`src/rtl/psr_cond_unit_pkg.sv`:
```
// rtl/psr_cond_unit_pkg.sv - PSR bit positions, condition codes and flag bundle shared by the PSR/branch unit.
package psr_cond_unit_pkg;

  localparam int PSR_C_BIT = 0;
  localparam int PSR_L_BIT = 2;
  localparam int PSR_F_BIT = 5;
  localparam int PSR_Z_BIT = 6;
  localparam int PSR_N_BIT = 7;

  typedef enum logic [3:0] {
    COND_EQ = 4'h0,
    COND_NE = 4'h1,
    COND_CS = 4'h2,
    COND_CC = 4'h3,
    COND_HI = 4'h4,
    COND_LS = 4'h5,
    COND_GT = 4'h6,
    COND_LE = 4'h7,
    COND_FS = 4'h8,
    COND_FC = 4'h9,
    COND_LO = 4'hA,
    COND_HS = 4'hB,
    COND_LT = 4'hC,
    COND_GE = 4'hD,
    COND_UC = 4'hE,
    COND_NV = 4'hF
  } cond_e;

  // Field order matches the flag_we bit order {C,L,F,Z,N}.
  typedef struct packed {
    logic c;
    logic l;
    logic f;
    logic z;
    logic n;
  } flags_t;

  function automatic logic [7:0] flags_to_psr8(input flags_t fl);
    logic [7:0] p;
    p            = '0;
    p[PSR_C_BIT] = fl.c;
    p[PSR_L_BIT] = fl.l;
    p[PSR_F_BIT] = fl.f;
    p[PSR_Z_BIT] = fl.z;
    p[PSR_N_BIT] = fl.n;
    return p;
  endfunction

endpackage

```
`src/rtl/psr_cond_unit_cond_eval.sv`:
```
// rtl/psr_cond_unit_cond_eval.sv - combinational branch-condition resolver over the five PSR flags.
module cond_eval
  import psr_cond_unit_pkg::*;
(
  input  logic [3:0] cond,
  input  flags_t     flags,
  output logic       taken
);

  always_comb begin
    taken = 1'b0;
    case (cond_e'(cond))
      COND_EQ: taken = flags.z;
      COND_NE: taken = !flags.z;
      COND_CS: taken = flags.c;
      COND_CC: taken = !flags.c;
      COND_HI: taken = flags.l;
      COND_LS: taken = !flags.l;
      COND_GT: taken = flags.n;
      COND_LE: taken = !flags.n;
      COND_FS: taken = flags.f;
      COND_FC: taken = !flags.f;
      COND_LO: taken = !flags.l && !flags.z;
      COND_HS: taken = flags.l || flags.z;
      COND_LT: taken = !flags.n && !flags.z;
      COND_GE: taken = flags.n || flags.z;
      COND_UC: taken = 1'b1;
      default: taken = 1'b0;
    endcase
  end

endmodule

```
`src/rtl/psr_cond_unit.sv`:
```
// rtl/psr_cond_unit.sv - processor status register with masked ALU flag capture, LPR load and registered branch resolve.
module psr_cond_unit
  import psr_cond_unit_pkg::*;
#(
  parameter int PSR_W = 16
) (
  input  logic             clk,
  input  logic             reset,
  input  logic             alu_c,
  input  logic             alu_f,
  input  logic             alu_l,
  input  logic             alu_n,
  input  logic             alu_z,
  input  logic [4:0]       flag_we,
  input  logic             lpr_en,
  input  logic [PSR_W-1:0] lpr_data,
  output logic [PSR_W-1:0] psr,
  output logic             carry_out,
  input  logic             br_valid,
  input  logic [3:0]       br_cond,
  output logic             br_ready,
  output logic             br_done,
  output logic             br_taken
);

  typedef enum logic {
    ST_IDLE    = 1'b0,
    ST_RESOLVE = 1'b1
  } state_e;

  flags_t flags_q, flags_d;
  state_e state_q, state_d;
  logic   taken_q, taken_d;
  logic   eval_taken;
  logic   unused_lpr;

  assign unused_lpr = ^{lpr_data[PSR_W-1:8], lpr_data[4:3], lpr_data[1]};

  always_comb begin
    flags_d = flags_q;
    if (lpr_en) begin
      flags_d.c = lpr_data[PSR_C_BIT];
      flags_d.l = lpr_data[PSR_L_BIT];
      flags_d.f = lpr_data[PSR_F_BIT];
      flags_d.z = lpr_data[PSR_Z_BIT];
      flags_d.n = lpr_data[PSR_N_BIT];
    end else begin
      if (flag_we[4]) flags_d.c = alu_c;
      if (flag_we[3]) flags_d.l = alu_l;
      if (flag_we[2]) flags_d.f = alu_f;
      if (flag_we[1]) flags_d.z = alu_z;
      if (flag_we[0]) flags_d.n = alu_n;
    end
  end

  // Evaluated on next-state flags so a same-cycle flag write or LPR is seen.
  cond_eval u_cond_eval (
    .cond  (br_cond),
    .flags (flags_d),
    .taken (eval_taken)
  );

  always_comb begin
    state_d = state_q;
    taken_d = taken_q;
    case (state_q)
      ST_IDLE: begin
        if (br_valid) begin
          state_d = ST_RESOLVE;
          taken_d = eval_taken;
        end
      end
      default: state_d = ST_IDLE;
    endcase
  end

  always_ff @(posedge clk) begin
    if (reset) begin
      flags_q <= '0;
      state_q <= ST_IDLE;
      taken_q <= 1'b0;
    end else begin
      flags_q <= flags_d;
      state_q <= state_d;
      taken_q <= taken_d;
    end
  end

  always_comb begin
    psr      = '0;
    psr[7:0] = flags_to_psr8(flags_q);
  end

  assign carry_out = flags_q.c;
  assign br_ready  = (state_q == ST_IDLE);
  assign br_done   = (state_q == ST_RESOLVE);
  assign br_taken  = taken_q;

endmodule

```
`config.mk`:
```
export PLATFORM = sky130hd
export DESIGN_NAME = psr_cond_unit
export DESIGN_NICKNAME = d
export VERILOG_FILES = /design/src/rtl/psr_cond_unit_pkg.sv /design/src/rtl/psr_cond_unit_cond_eval.sv /design/src/rtl/psr_cond_unit.sv
export SDC_FILE = /design/constraint.sdc
export NUM_CORES = 1
export LEC_CHECK = 0
export CORE_UTILIZATION = 40
export DETAILED_ROUTE_END_ITERATION = 10
export DONT_BUFFER_PORTS = 1
export GPL_ROUTABILITY_DRIVEN = 0
export SLEW_MARGIN = 20
export SYNTH_ARGS = -nofsm -noshare
export SYNTH_HDL_FRONTEND = slang
export SYNTH_HIERARCHICAL = 1
export SYNTH_SLANG_ARGS = --single-unit
```
`constraint.sdc`:
```
create_clock -name clk -period 5.7 [get_ports clk]
set_clock_uncertainty 0.1 [all_clocks]
set_input_delay 0.57 -clock clk [delete_from_list [all_inputs] [get_ports clk]]
set_output_delay 0.57 -clock clk [all_outputs]
set_load 0.005 [all_outputs]
```
==> summary.md <==
| Metric | Value |
|---|---|
| Post-synthesis cell count | `76` |
| Clk sinks | `7` |
| First-pass GRT wire length | `1.64 mm` |
| Post-CTS Resized | `0` |
| VDD IR max | `around 0.053 mV` |
| Via Count | `about 470` |
| Final cycle utilization of the critical path | `0.404` |
| DP Cell Count | `86` |
| Number of buffers created by CTS | `3` |
| Status | `completed` |
| Routed Wire Length | `around 1.0 mm` |
| Hold Path Class | `input pin to flip-flop` |
| GRT overflow | `0` |
| Netlist cell types | `25` |
| Crit path time final | `between 2 and 2.5 ns` |
| Arrival @ worst endpoint | `2.34 ns` |
| Filler instances | `169` |
| Die Ht | `43.2 µm` |
| Clk Latency, worst-skew pair | `roughly 0.24 ns` |
| DRC viols | `0` |
| Seq. cell area | `140 µm²` |
| Crit start category | `flip-flop` |
| Critical path launch point | `psr[7]` |
| CTS clk-pin slew, worst paths | `0.05 ns` |
| TNS Setup | `0 ns` |
| I/O Buffers | `0` |
| GR Util All Layers | `0.119` |
| Die X | `~43 µm` |
| Cell Pwr Density | `197 nW/µm²` |
| H-tree depth | `1` |
| Multi-input logic area | `449 µm²` |
| Final setup viols | `0` |
| Initial core utilization | `0.441` |
| Fin cells | `90` |
| Area delta synth->final | `-5.34%` |
| Worst Setup EP | `br_taken` |
| Reg2reg end | `br_taken` |
| Layout net count | `109` |
| Initial antenna violation count | `0` |
| Syn. warnings | `6` |
| CP max FO | `3` |
| DR WL/cell | `11.6 µm` |
| Final hold violations | `0` |
| Met1 GRT Util | `0.141` |
| Row Count | `14` |
| Worst Path Required | `5.74 ns` |
| Critical Path End Type | `flip-flop` |
| GR peak layer | `met2` |
| GR Util met3 | `0.0340` |
| Hold Buf Count CTS | `0` |
| Post-CTS setup buffer count | `0` |
| Bufs on Longest Clock Path | `2` |
| Unrepaired setup endpoints after global routing | `false` |
| Crit Reg-Reg Startpoint | `psr[7]` |
| Flops & latches, synth | `7` |
| Post-DP HPWL | `873 µm` |
| CTS tree | `built` |
| Max_cap viols | `0` |
| Vias in the first global route | `437` |
| Root buf cell | `clkbuf_4` |
| Initial DRC count | `8` |
| Avg Vias per Cell | `5.20` |
| Syn Std Cell Area | `roughly 680 µm²` |
| Post-route cell area | `643 µm²` |
| WS Path Type | `flip-flop to flip-flop` |
| N_diodes | `0` |
| Remaining antenna violation count after routing | `0` |
| GRT met2 Usage | `0.167` |
| Seq/Total Area, Yosys | `0.206` |
| Core ar. | `about 1500 µm²` |
| Largest net degree at the start of global routing | `11` |
| Final Slew Violations | `0` |
| Leakage | `0.000254 µW` |
| Average size of a mapped cell | `8.94 µm²` |
| Dpl cell area | `617 µm²` |
| IO Pins | `54` |
| Die area | `1870 µm²` |
| Fmax achieved | `0.434 GHz` |
| Flop2flop setup slack | `roughly 3.4 ns` |
| DRT Pass-1 Iters | `3` |
| Final hold slack | `0.291 ns` |
| Worst Reg-to-Reg Cells | `8` |
| Share of cells above drive strength 1 | `0.243` |
## final cells by class
class / count / share of cell area
multi-input combinational: 61 / 0.698
sequential: 7 / 0.218
clock buffer: 4 / 0.0409
tap: 16 / 0.0311
inverter: 2 / 0.0117
## worst min-delay path by stage
| stage | start | end | cells past startpoint |
|---|---|---|---|
| after floorplan | br_taken | br_taken | 2 |
| after global placement | br_taken | br_taken | 2 |
| after detailed placement | br_taken | br_taken | 2 |
| after CTS | reset | br_taken | 1 |
| after global routing | reset | psr[6] | 1 |
| final | reset | br_taken | 1 |
## cell families after synthesis
kind of cell / after synthesis / synth area share
and+or+nand+nor: 34 / 0.372
DFF: 7 / 0.206
muxes: 2 / 0.0295
xor gates and xnor gates: 2 / 0.0258
other: 1 / 0.00552
buffers and inverters: 18 / 0.188
AOI/OAI and AO/OA: 12 / 0.173
## worst max-delay path, stage by stage, from the launching register on
cell	delay (ns)
dfxtp_1	0.32
nor2b_1	0.14
a211oi_2	0.23
nor2_1	0.12
o311a_1	0.36
o311a_1	0.34
or4_1	0.40
mux2i_1	0.14
nor2_1	0.05
## through the flow
| step | util | total power (µW) | setup WS (ns) |
|---|---|---|---|
| final | 0.417 | 127 | 3.40 |
| after global routing | 0.417 | 136 | 3.27 |
| after CTS | 0.417 | 128 | 3.37 |
| after detailed placement | 0.400 | 84.1 | 3.22 |
| after global placement | 0.400 | 83.5 | 3.23 |
| after floorplan | - | 91.6 | 3.31 |
## flip-flops by register name, summed over array words and instances (netlist names)
name       flops
psr            4
br_done        1
br_taken       1
carry_out      1
## layout by cell type (no fill, tap or decap), drive strengths merged, types with 3 or more instances in the layout
| cell type | synthesis | final |
|---|---|---|
| a211oi | 7 | 7 |
| clkbuf | 2 | 4 |
| conb | 1 | 11 |
| dfxtp | 7 | 7 |
| nor2 | 8 | 8 |
| nor2b | 12 | 12 |
| nor3 | 6 | 6 |
| nor3b | 3 | 3 |
## routing by layer
metal | vias to the layer above | share of wire
met3 | 2 | 0.098
met4 | 0 | 0.018
li1 | 240 | -
met5 | - | 0
met2 | 24 | 0.46
met1 | 202 | 0.42
## synth_stat cells
library cell / count / share of area
nor3_1: 6 / 0.044
nor4_1: 1 / 0.0092
a211oi_2: 5 / 0.092
inv_1: 1 / 0.0055
conb_1: 1 / 0.0055
o211ai_1: 1 / 0.011
xor2_1: 2 / 0.026
nor2b_2: 1 / 0.013
o311a_1: 2 / 0.029
nor2b_4: 7 / 0.14
nor4b_1: 2 / 0.026
a21oi_1: 1 / 0.0074
clkbuf_1: 2 / 0.011
nor2b_1: 4 / 0.037
inv_2: 1 / 0.0055
nor2_1: 8 / 0.044
nor3b_1: 3 / 0.033
o21a_1: 1 / 0.011
buf_6: 2 / 0.033
mux2i_1: 2 / 0.029
dfxtp_1: 7 / 0.21
buf_4: 12 / 0.13
nand2b_2: 1 / 0.013
a211oi_1: 2 / 0.022
or4_1: 1 / 0.011
## power breakdown
part           leakage (µW)  switching (µW)  internal, µW  total (µW)
Clock             0.0000150            17.0          26.6        43.6
Sequential        0.0000582            2.70          52.7        55.4
Combinational      0.000181            12.1          15.5        27.6
No activity file was read; power rests on OpenSTA's default activity.
